File: config.mk
export PLATFORM = sky130hd
export DESIGN_NAME = cp0_exc
export DESIGN_NICKNAME = d
export VERILOG_FILES = /design/src/rtl/cp0_exc_pkg.sv /design/src/rtl/cp0_exc_exc_prio.sv /design/src/rtl/cp0_exc.sv
export SDC_FILE = /design/constraint.sdc
export NUM_CORES = 1
export LEC_CHECK = 0
export CAP_MARGIN = 20
export CORE_ASPECT_RATIO = 1.75
export CORE_MARGIN = 1
export CORE_UTILIZATION = 44
export CTS_BUF_LIST = sky130_fd_sc_hd__clkbuf_16
export CTS_CLUSTER_DIAMETER = 100
export DETAILED_ROUTE_END_ITERATION = 12
export PLACE_DENSITY = 0.92
export SLEW_MARGIN = 10
export SYNTH_ARGS = -nofsm -noshare
export SYNTH_HDL_FRONTEND = slang
export SYNTH_SLANG_ARGS = --single-unit
File: constraint.sdc
create_clock -name clk -period 5.4 [get_ports clk]
set_input_delay 0.54 -clock clk [delete_from_list [all_inputs] [get_ports clk]]
set_output_delay 0.54 -clock clk [all_outputs]
set_load 0.02 [all_outputs]
File: src/rtl/cp0_exc_pkg.sv
// CP0 exception block shared definitions: register addresses, ExcCode values,
// the exception vector, the Status reset value and Cause packing.
// Optional feature macro used by this block: CP0_TIMER_EN (Count/Compare timer).
package cp0_exc_pkg;

  // CP0 register addresses
  localparam logic [4:0] ADDR_BADVADDR = 5'd8;
  localparam logic [4:0] ADDR_COUNT    = 5'd9;
  localparam logic [4:0] ADDR_COMPARE  = 5'd11;
  localparam logic [4:0] ADDR_STATUS   = 5'd12;
  localparam logic [4:0] ADDR_CAUSE    = 5'd13;
  localparam logic [4:0] ADDR_EPC      = 5'd14;

  // ExcCode values
  localparam logic [4:0] EXC_INT  = 5'h00;
  localparam logic [4:0] EXC_ADEL = 5'h04;
  localparam logic [4:0] EXC_ADES = 5'h05;
  localparam logic [4:0] EXC_SYS  = 5'h08;
  localparam logic [4:0] EXC_BP   = 5'h09;
  localparam logic [4:0] EXC_RI   = 5'h0A;
  localparam logic [4:0] EXC_OV   = 5'h0C;

  localparam logic [31:0] EXC_VECTOR   = 32'hBFC0_0380;
  localparam logic [31:0] STATUS_RESET = 32'h0040_0000;

  // Which address (if any) the taken exception loads into BadVAddr
  typedef enum logic [1:0] {
    BADV_NONE = 2'd0,
    BADV_PC   = 2'd1,
    BADV_DATA = 2'd2
  } badv_sel_e;

  // Assemble the architectural Cause word from its held fields
  function automatic logic [31:0] pack_cause(input logic bd, input logic ti,
                                             input logic [7:0] ip,
                                             input logic [4:0] exc_code);
    pack_cause = {bd, ti, 14'd0, ip, 1'b0, exc_code, 2'b00};
  endfunction

endpackage

File: src/rtl/cp0_exc_exc_prio.sv
// Exception priority encoder: picks the highest-priority memory-stage event,
// its ExcCode, the BadVAddr source, and whether an eret is the only event.
module exc_prio
  import cp0_exc_pkg::*;
(
  input  logic       valid,
  input  logic       int_pending,
  input  logic       adel_if,
  input  logic       invalid,
  input  logic       overflow,
  input  logic       syscall,
  input  logic       brk,
  input  logic       adel_mem,
  input  logic       ades,
  input  logic       eret,
  output logic       exc,
  output logic [4:0] code,
  output logic       eret_sel,
  output badv_sel_e  badv_sel
);

  // Fixed-priority selection; an empty pipeline slot raises nothing
  always_comb begin
    exc      = 1'b0;
    code     = EXC_INT;
    badv_sel = BADV_NONE;
    if (!valid) begin
      exc = 1'b0;
    end else if (int_pending) begin
      exc  = 1'b1;
      code = EXC_INT;
    end else if (adel_if) begin
      exc      = 1'b1;
      code     = EXC_ADEL;
      badv_sel = BADV_PC;
    end else if (invalid) begin
      exc  = 1'b1;
      code = EXC_RI;
    end else if (overflow) begin
      exc  = 1'b1;
      code = EXC_OV;
    end else if (syscall) begin
      exc  = 1'b1;
      code = EXC_SYS;
    end else if (brk) begin
      exc  = 1'b1;
      code = EXC_BP;
    end else if (adel_mem) begin
      exc      = 1'b1;
      code     = EXC_ADEL;
      badv_sel = BADV_DATA;
    end else if (ades) begin
      exc      = 1'b1;
      code     = EXC_ADES;
      badv_sel = BADV_DATA;
    end else begin
      exc = 1'b0;
    end
  end

  assign eret_sel = valid & eret & ~exc;

endmodule

File: src/rtl/cp0_exc.sv
// CP0 exception unit: holds BadVAddr/Count/Compare/Status/Cause/EPC, raises
// the pipeline flush and redirect target for exceptions and eret.
// Define CP0_TIMER_EN to build the Count/Compare timer and timer interrupt.
module cp0_exc
  import cp0_exc_pkg::*;
(
  input  logic        clk,
  input  logic        rst,
  input  logic [5:0]  int_i,
  input  logic        adel_ifM,
  input  logic        adel_memM,
  input  logic        adesM,
  input  logic        invalidM,
  input  logic        overflowM,
  input  logic        syscallM,
  input  logic        breakM,
  input  logic        eretM,
  input  logic        delayslotM,
  input  logic        validM,
  input  logic [31:0] pcM,
  input  logic [31:0] bad_addrM,
  input  logic        mtc0_weM,
  input  logic [4:0]  waddr,
  input  logic [31:0] wdata,
  input  logic [4:0]  raddr,
  output logic [31:0] rdata,
  output logic        flush_exc,
  output logic [31:0] newpc,
  output logic [31:0] status_o,
  output logic [31:0] cause_o,
  output logic [31:0] epc_o
);

  logic [31:0] status;
  logic [31:0] epc;
  logic [31:0] badvaddr;
  logic [31:0] count;
  logic [31:0] compare;
  logic        cause_bd;
  logic        cause_ti;
  logic [7:0]  cause_ip;
  logic [4:0]  cause_exc;
  logic [31:0] cause;
  logic        ip7_src;

  logic        int_pending;
  logic        exc;
  logic [4:0]  exc_code;
  logic        eret_sel;
  badv_sel_e   badv_sel;
  logic        wr_commit;

  assign cause       = pack_cause(cause_bd, cause_ti, cause_ip, cause_exc);
  assign int_pending = status[0] & ~status[1] & (|(cause_ip & status[15:8]));

  exc_prio u_exc_prio (
    .valid       (validM),
    .int_pending (int_pending),
    .adel_if     (adel_ifM),
    .invalid     (invalidM),
    .overflow    (overflowM),
    .syscall     (syscallM),
    .brk         (breakM),
    .adel_mem    (adel_memM),
    .ades        (adesM),
    .eret        (eretM),
    .exc         (exc),
    .code        (exc_code),
    .eret_sel    (eret_sel),
    .badv_sel    (badv_sel)
  );

  // An exception or eret in the same cycle takes precedence over MTC0
  assign wr_commit = mtc0_weM & ~exc & ~eret_sel;

  assign flush_exc = rst & (exc | eret_sel);
  assign newpc     = eret_sel ? epc : EXC_VECTOR;
  assign status_o  = status;
  assign cause_o   = cause;
  assign epc_o     = epc;

`ifdef CP0_TIMER_EN
  logic tick;
  logic wr_count;
  logic wr_compare;

  assign wr_count   = wr_commit & (waddr == ADDR_COUNT);
  assign wr_compare = wr_commit & (waddr == ADDR_COMPARE);
  assign ip7_src    = int_i[5] | cause_ti;

  // Count advances every other clock; a software write takes precedence
  always_ff @(posedge clk or negedge rst) begin
    if (!rst) begin
      tick  <= 1'b0;
      count <= 32'd0;
    end else begin
      tick <= ~tick;
      if (wr_count) begin
        count <= wdata;
      end else if (tick) begin
        count <= count + 32'd1;
      end
    end
  end

  // Compare register and the sticky timer-pending bit it controls
  always_ff @(posedge clk or negedge rst) begin
    if (!rst) begin
      compare  <= 32'd0;
      cause_ti <= 1'b0;
    end else if (wr_compare) begin
      compare  <= wdata;
      cause_ti <= 1'b0;
    end else if ((count == compare) && (compare != 32'd0)) begin
      cause_ti <= 1'b1;
    end
  end
`else
  assign count    = 32'd0;
  assign compare  = 32'd0;
  assign cause_ti = 1'b0;
  assign ip7_src  = int_i[5];
`endif

  // Status: EXL set on exception, cleared on eret, else software fields
  always_ff @(posedge clk or negedge rst) begin
    if (!rst) begin
      status <= STATUS_RESET;
    end else if (exc) begin
      status[1] <= 1'b1;
    end else if (eret_sel) begin
      status[1] <= 1'b0;
    end else if (wr_commit && (waddr == ADDR_STATUS)) begin
      status <= {status[31:16], wdata[15:8], status[7:2], wdata[1:0]};
    end
  end

  // Cause: hardware interrupt sampling, exception recording, soft IP writes
  always_ff @(posedge clk or negedge rst) begin
    if (!rst) begin
      cause_bd  <= 1'b0;
      cause_ip  <= 8'd0;
      cause_exc <= 5'd0;
    end else begin
      cause_ip[7:2] <= {ip7_src, int_i[4:0]};
      if (exc) begin
        cause_exc <= exc_code;
        if (!status[1]) begin
          cause_bd <= delayslotM;
        end
      end else if (wr_commit && (waddr == ADDR_CAUSE)) begin
        cause_ip[1:0] <= wdata[9:8];
      end
    end
  end

  // EPC: restart PC on a first-level exception, otherwise software writable
  always_ff @(posedge clk or negedge rst) begin
    if (!rst) begin
      epc <= 32'd0;
    end else if (exc && !status[1]) begin
      epc <= delayslotM ? (pcM - 32'd4) : pcM;
    end else if (wr_commit && (waddr == ADDR_EPC)) begin
      epc <= wdata;
    end
  end

  // BadVAddr: captured from the address that caused an address error
  always_ff @(posedge clk or negedge rst) begin
    if (!rst) begin
      badvaddr <= 32'd0;
    end else if (exc && (badv_sel == BADV_PC)) begin
      badvaddr <= pcM;
    end else if (exc && (badv_sel == BADV_DATA)) begin
      badvaddr <= bad_addrM;
    end
  end

  // Read port returns held values only, no forwarding of this cycle's write
  always_comb begin
    rdata = 32'd0;
    case (raddr)
      ADDR_BADVADDR: rdata = badvaddr;
      ADDR_COUNT:    rdata = count;
      ADDR_COMPARE:  rdata = compare;
      ADDR_STATUS:   rdata = status;
      ADDR_CAUSE:    rdata = cause;
      ADDR_EPC:      rdata = epc;
      default:       rdata = 32'd0;
    endcase
  end

endmodule

==> results of run 1 <==
## path summary, 6_finish.rpt
path / to / cells past startpoint / from
worst min register to register: badvaddr[21] / 2 / badvaddr[21]
min in group clk: badvaddr[21] / 2 / badvaddr[21]
worst min-delay path: cause_ip[6] / 1 / rst
worst max-delay path: flush_exc / 6 / invalidM
worst max register to register: status_o[11] / 5 / status_o[15]
max in group asynchronous: epc_o[28] / 2 / rst
## power groups by stage
stage | sequential, mW | clock [mW] | combinational [mW]
after floorplan | 0.945 | 0 | 0.260
after global placement | 0.884 | 0 | 0.650
after detailed placement | 0.890 | 0 | 0.664
after CTS | 0.879 | 0.656 | 0.666
after global routing | 0.894 | 0.680 | 0.710
final | 0.880 | 0.643 | 0.661
## critical path, cell delays in order
cell and delay [ps]:
clkdlybuf4s50_1 470, or4_4 590, o31a_1 360, a21oi_1 590, a21boi_0 200, clkdlybuf4s50_1 590
## through the flow
step           area, um2  instances
6_report            8340        984
5_1_grt             8340        984
4_1_cts             8330        983
3_5_place_dp        8030        967
3_3_place_gp        8030        967
2_1_floorplan       5750        621
## sequential cells by signal (all words and copies together) (netlist names)
signal,count
badvaddr,32
cause_bd,1
cause_exc,4
cause_ip,8
epc_o,32
status_o,10
## routing by layer
| layer | GRT usage, % | wire length (um) | vias to the layer above |
|---|---|---|---|
| li1 | - | - | 2453 |
| met1 | 30.1 | 6680 | 2564 |
| met2 | 52.6 | 10200 | 226 |
| met3 | 4.25 | 890 | 42 |
| met4 | 12.3 | 631 | 0 |
| met5 | 0 | 0 | - |
## kinds of logic after synthesis
logic type	share of synthesized area, %
other	0.134
adders and majority gates	0.223
muxes	17.8
and+or+nand+nor	16.0
DFF	38.8
xor gates and xnor gates	4.22
buffers and inverters	9.08
AOI/OAI and AO/OA	13.7
## cell type report
type / instances / area, um2
Clock buffer: 9 / 225
Clock inverter: 7 / 77.6
Fill cell: 972 / 4100
Inverter: 9 / 33.8
Multi-Input combinational cell: 448 / 3090
Sequential cell: 87 / 2180
Tap cell: 168 / 210
Timing Repair Buffer: 256 / 2520
## cell usage in the layout, fill, tap and decap left out, types with 4 or more instances in the layout
master           instances
nor2_1                  31
a22oi_1                 20
a222oi_1                 5
nor4_1                  11
mux2i_1                 86
clkdlybuf4s50_1        242
inv_1                    9
nand3_1                  4
or3_1                    4
dfrtp_1                 87
clkbuf_16                9
conb_1                  41
o21ai_0                 33
nand2b_1                14
a21oi_2                 10
nand2_1                 51
a21oi_1                  6
xnor2_1                 24
buf_4                   12
nor3_1                  14
a22o_1                  16
mux2_2                  12
and2_1                  21
==> flow_summary.ini, run 1 <==
[pwr]
p_int_mw = 1.46
finalPower_mw = 2.18
swShare_pct = 33.0
leakage_nw = 3.47
p_sw_mw = 0.720
p_comb_share_pct = 30.3
cellPowerDensity_nw_per_um2 = 262
peakVddDrop_v = 0.000144
clkPwrFrac_pct = 29.5
seqPwrFrac_pct = 40.3

[timing]
relSlewSlack_pct = 30.0
slew_viol_final = 0
fmax_mhz = 258
period_minus_slack_ps = 3880
finalClockSkew_ps = 12.3
finalCritPeriodShare_pct = 71.9
fin_ws_ps = 1520
tightest_slew_ps = 1050
hold_viol_final = 0
rsz0062_at_grt = false
finalSetupTns_ps = 0
holdWs_ps = 174
finalSetupViolations = 0

[outcome]
status = finished, final reports clean

[clocking]
cts_htree_levels = 3
numClockSinks = 87
cts-buffers-inserted = 9
cts-resized-gates = 0
tritoncts = built
cts_hold_buf = 0
post_cts_buffers = 0
clock-root-buffer = clkbuf_16
worstSkewPairLatency_ps = 340
clk_pin_slew_ps = 70
clock_path_buffers = 2

[setup_path]
cp-start-kind = input port
cp_data_required_time_ps = 4860
cp-end-kind = output pin
r2r_slack_ps = 2580
arrival_ps = 3340
cp_max_fo = 11
critPathKind = in2out

[global_route]
grt_usage_pct = 27.9
grt_antenna_before_repair = 0
grt_overflow = 0
grt_pass1_wl_mm = 27.8
grt_start_max_net_pins = 48
grt_pass1_vias = 5258

[placement]
post-place-ws_ps = 1460
port_buffers = 244
hpwl_mm = 14.3
globalplace.congestion = 0.892

[detailed_routing]
first_iter_violations = 237
antenna_left = 0
routed_wl_mm = 18.4
wl_per_cell_um = 18.7
remaining_drc_errors = 0
viasPerCell = 5.37
vias = 5285
drt_first_pass_iters = 6

[synth]
synth_edf_count = 0
synth_cell_types = 48
yosysSeqAreaShare_pct = 38.8
netlist_top_cells_area = dfrtp_1 39%, mux2i_1 15%, buf_4 5.6%, xnor2_1 3.7%, nand2_1 3.4%
synth-async-reset-ratio_pct = 100
synthCells = 582
syn_area_um2 = 5610
avgSynthCellArea_um2 = 9.63
ys_ff_latch = 87
synth_area_leader_cell = dfrtp_1
post-synth-top-count-cell = dfrtp_1
synth_top_area_share_pct = 38.8
yosys_warnings = 0
synthFlopType = dfrtp_1
netlist_top_cells_count = 87 x dfrtp_1, 86 x mux2i_1, 51 x nand2_1

[layout]
finish.utilization_pct = 67.1
fin_nets = 937
area_growth_pct = 48.7
drive_above_1_share_pct = 8.21
n_antenna_cell = 0

[floorplanning]
io_pins = 286
fp.dieH_um = 151
num_rows = 54
die_w_um = 87.3
start_util_pct = 45.1
die-area_um2 = 13200
core_area_um2 = 12400

[hold_path]
hp-class = in2async

[job]
drv_cap = 0
No activity file was read; power rests on OpenSTA's default activity.
==> run 2: changes to the inputs <==
--- a/config.mk
+++ b/config.mk
@@ -8,11 +8,11 @@
 export CAP_MARGIN = 20
 export CORE_ASPECT_RATIO = 1.75
 export CORE_MARGIN = 1
-export CORE_UTILIZATION = 44
+export CORE_UTILIZATION = 37
 export CTS_BUF_LIST = sky130_fd_sc_hd__clkbuf_16
 export CTS_CLUSTER_DIAMETER = 100
 export DETAILED_ROUTE_END_ITERATION = 12
-export PLACE_DENSITY = 0.92
+export PLACE_DENSITY = 0.83
 export SLEW_MARGIN = 10
 export SYNTH_ARGS = -nofsm -noshare
 export SYNTH_HDL_FRONTEND = slang
==> constraint.sdc (replaced) <==
create_clock -name clk -period 3.4 [get_ports clk]
set_input_delay 0.34 -clock clk [delete_from_list [all_inputs] [get_ports clk]]
set_output_delay 0.34 -clock clk [all_outputs]
set_load 0.02 [all_outputs]
==> run 2 against run 1 <==
Effect of this change:
- sequential power is 58% higher
- clock power is 55% higher
- global-route usage fell by 3.5 points
- utilization shrank 9.3 points
- die area grew 19%
- via count increased by 0.78%
- sequential cell count unchanged
- critical path depth increased by 2
- non-clock buffer count up 15
==> flow_summary.ini, run 2 (synthesis gave the netlist of run 1 again) <==
[global_route]
use_met2_pct = 43.8
use_met3_pct = 4.79
grt_start_max_net_pins = 54
grt_overflow = 0
grt_antenna_before_repair = 0
grt_usage_pct = 24.5
grt_pass1_vias = 5245
use_met1_pct = 26.9
grt_pass1_wl_mm = 28.5
busiest_layer = met2

[floorplanning]
start_util_pct = 37.8
num_rows = 59
core_area_um2 = 14800
die-area_um2 = 15700
io_pins = 286
die_w_um = 95.1
fp.dieH_um = 165

[hold_path]
hp-class = in2async

[detailed_routing]
vias = 5326
antenna_left = 0
drt_first_pass_iters = 5
routed_wl_mm = 19.1
viasPerCell = 5.25
remaining_drc_errors = 0
wl_per_cell_um = 18.8
first_iter_violations = 232

[layout]
mostFrequentLayoutCell = clkdlybuf4s50_1
fin_nets = 952
area_growth_pct = 52.9
final_cell_mix = 220 x clkdlybuf4s50_1, 87 x dfrtp_1, 86 x mux2i_1
drive_above_1_share_pct = 9.99
n_antenna_cell = 0

[setup_path]
cp_max_fo = 14
cp_data_required_time_ps = 3060
path_buf_inv = 3
r2r_start = status_o[13]
arrival_ps = 2960
cp-start-kind = flop
r2r_slack_ps = 800
reg2reg_to = badvaddr[13]
slowest_delay_ps = 590
cp-end-kind = output pin
r2r_cells = 8
crit_path_cell_trace = a22oi_1 -> a41oi_2 -> or2_2 -> nor4_4 -> buf_4 -> buf_6 -> and2_1 -> clkdlybuf4s50_1
cp_slowest_cell = clkdlybuf4s50_1
critPathKind = reg2out
path_delay_family = buffers and inverters

[pwr]
leakage_nw = 3.92
cellPowerDensity_nw_per_um2 = 403
peakVddDrop_v = 0.000229

[clocking]
cts_htree_levels = 3
numClockSinks = 87
clk_pin_slew_ps = 80
clock_path_buffers = 2
cts-buffers-inserted = 9
worstSkewPairLatency_ps = 350
tritoncts = built
clock-root-buffer = clkbuf_16

[placement]
globalplace.congestion = 0.835
hpwl_mm = 14.7
port_buffers = 244

[timing]
holdWs_ps = 91.2
fmax_mhz = 303
relSlewSlack_pct = 50.6
finalSetupTns_ps = 0
hold_viol_final = 0
finalSetupViolations = 0
tightest_slew_ps = 742
period_minus_slack_ps = 3300
slew_viol_final = 0
finalCritPeriodShare_pct = 97.1
rsz0062_at_grt = false
finalClockSkew_ps = 10.4

[job]
drv_cap = 0

[outcome]
status = finished, final reports clean
-- run 2: changes by cell type in the layout (fill, tap and decap cells not counted), sizes merged --
cell	delta
bufinv	-1
inv	+1
dlymetal6s2s	+22
clkdlybuf4s50	-22
buf	+15
-- run 2: final cells by class --
class / instances / area [um2]
clock inverter: 7 / 72.6
sequential: 87 / 2180
multi-input combinational: 448 / 3110
timing repair buffer: 271 / 2730
tap: 183 / 229
inverter: 9 / 33.8
clock buffer: 9 / 225
fill: 1307 / 6260
-- run 2: routing by layer --
metal  part of all wire, %  wire length, um
met1                    36             6880
met2                    55            10400
met3                   5.6             1070
met4                   3.8              735
met5                     0                0
-- run 2: repair_timing --
action | 4_1_cts | 5_1_grt
pin swaps | 0 | 1
hold buffers | 0 | 0
endpoints found under the setup margin | 2 | 24
resized for setup | 0 | 27
setup buffers | 1 | 2
cloned | 0 | 1
-- run 2: worst max path at each step --
| stage | cells after the start | to | start | slack [ps] |
|---|---|---|---|---|
| after floorplan | 6 | newpc[22] | status_o[11] | 780 |
| after global placement | 6 | newpc[21] | invalidM | 320 |
| after detailed placement | 6 | newpc[18] | invalidM | 290 |
| after CTS | 7 | newpc[18] | status_o[15] | 3 |
| after global routing | 8 | newpc[30] | status_o[12] | 8 |
| final | 8 | newpc[30] | status_o[13] | 100 |
-- run 2: power breakdown --
group	leakage, nW	switching (mW)	total [mW]	internal (mW)
clock network	0.143	0.476	0.995	0.519
registers	1.06	0.182	1.39	1.21
logic	2.72	0.518	1.06	0.545
total	3.92	1.18	3.45	2.28
-- run 2: stage by stage --
step | setup slack, ps | power (mW) | utilization (%) | cell area (um2) | instances
global route | 7.70 | 3.63 | 57.8 | 8570 | 1014
floorplan | 781 | 1.91 | - | 5750 | 621
finish | 99.3 | 3.45 | 57.8 | 8570 | 1014
CTS | 3.34 | 3.48 | 57.2 | 8480 | 1011
detailed placement | 290 | 2.48 | 55.1 | 8180 | 994
global placement | 321 | 2.45 | 54.9 | 8150 | 993
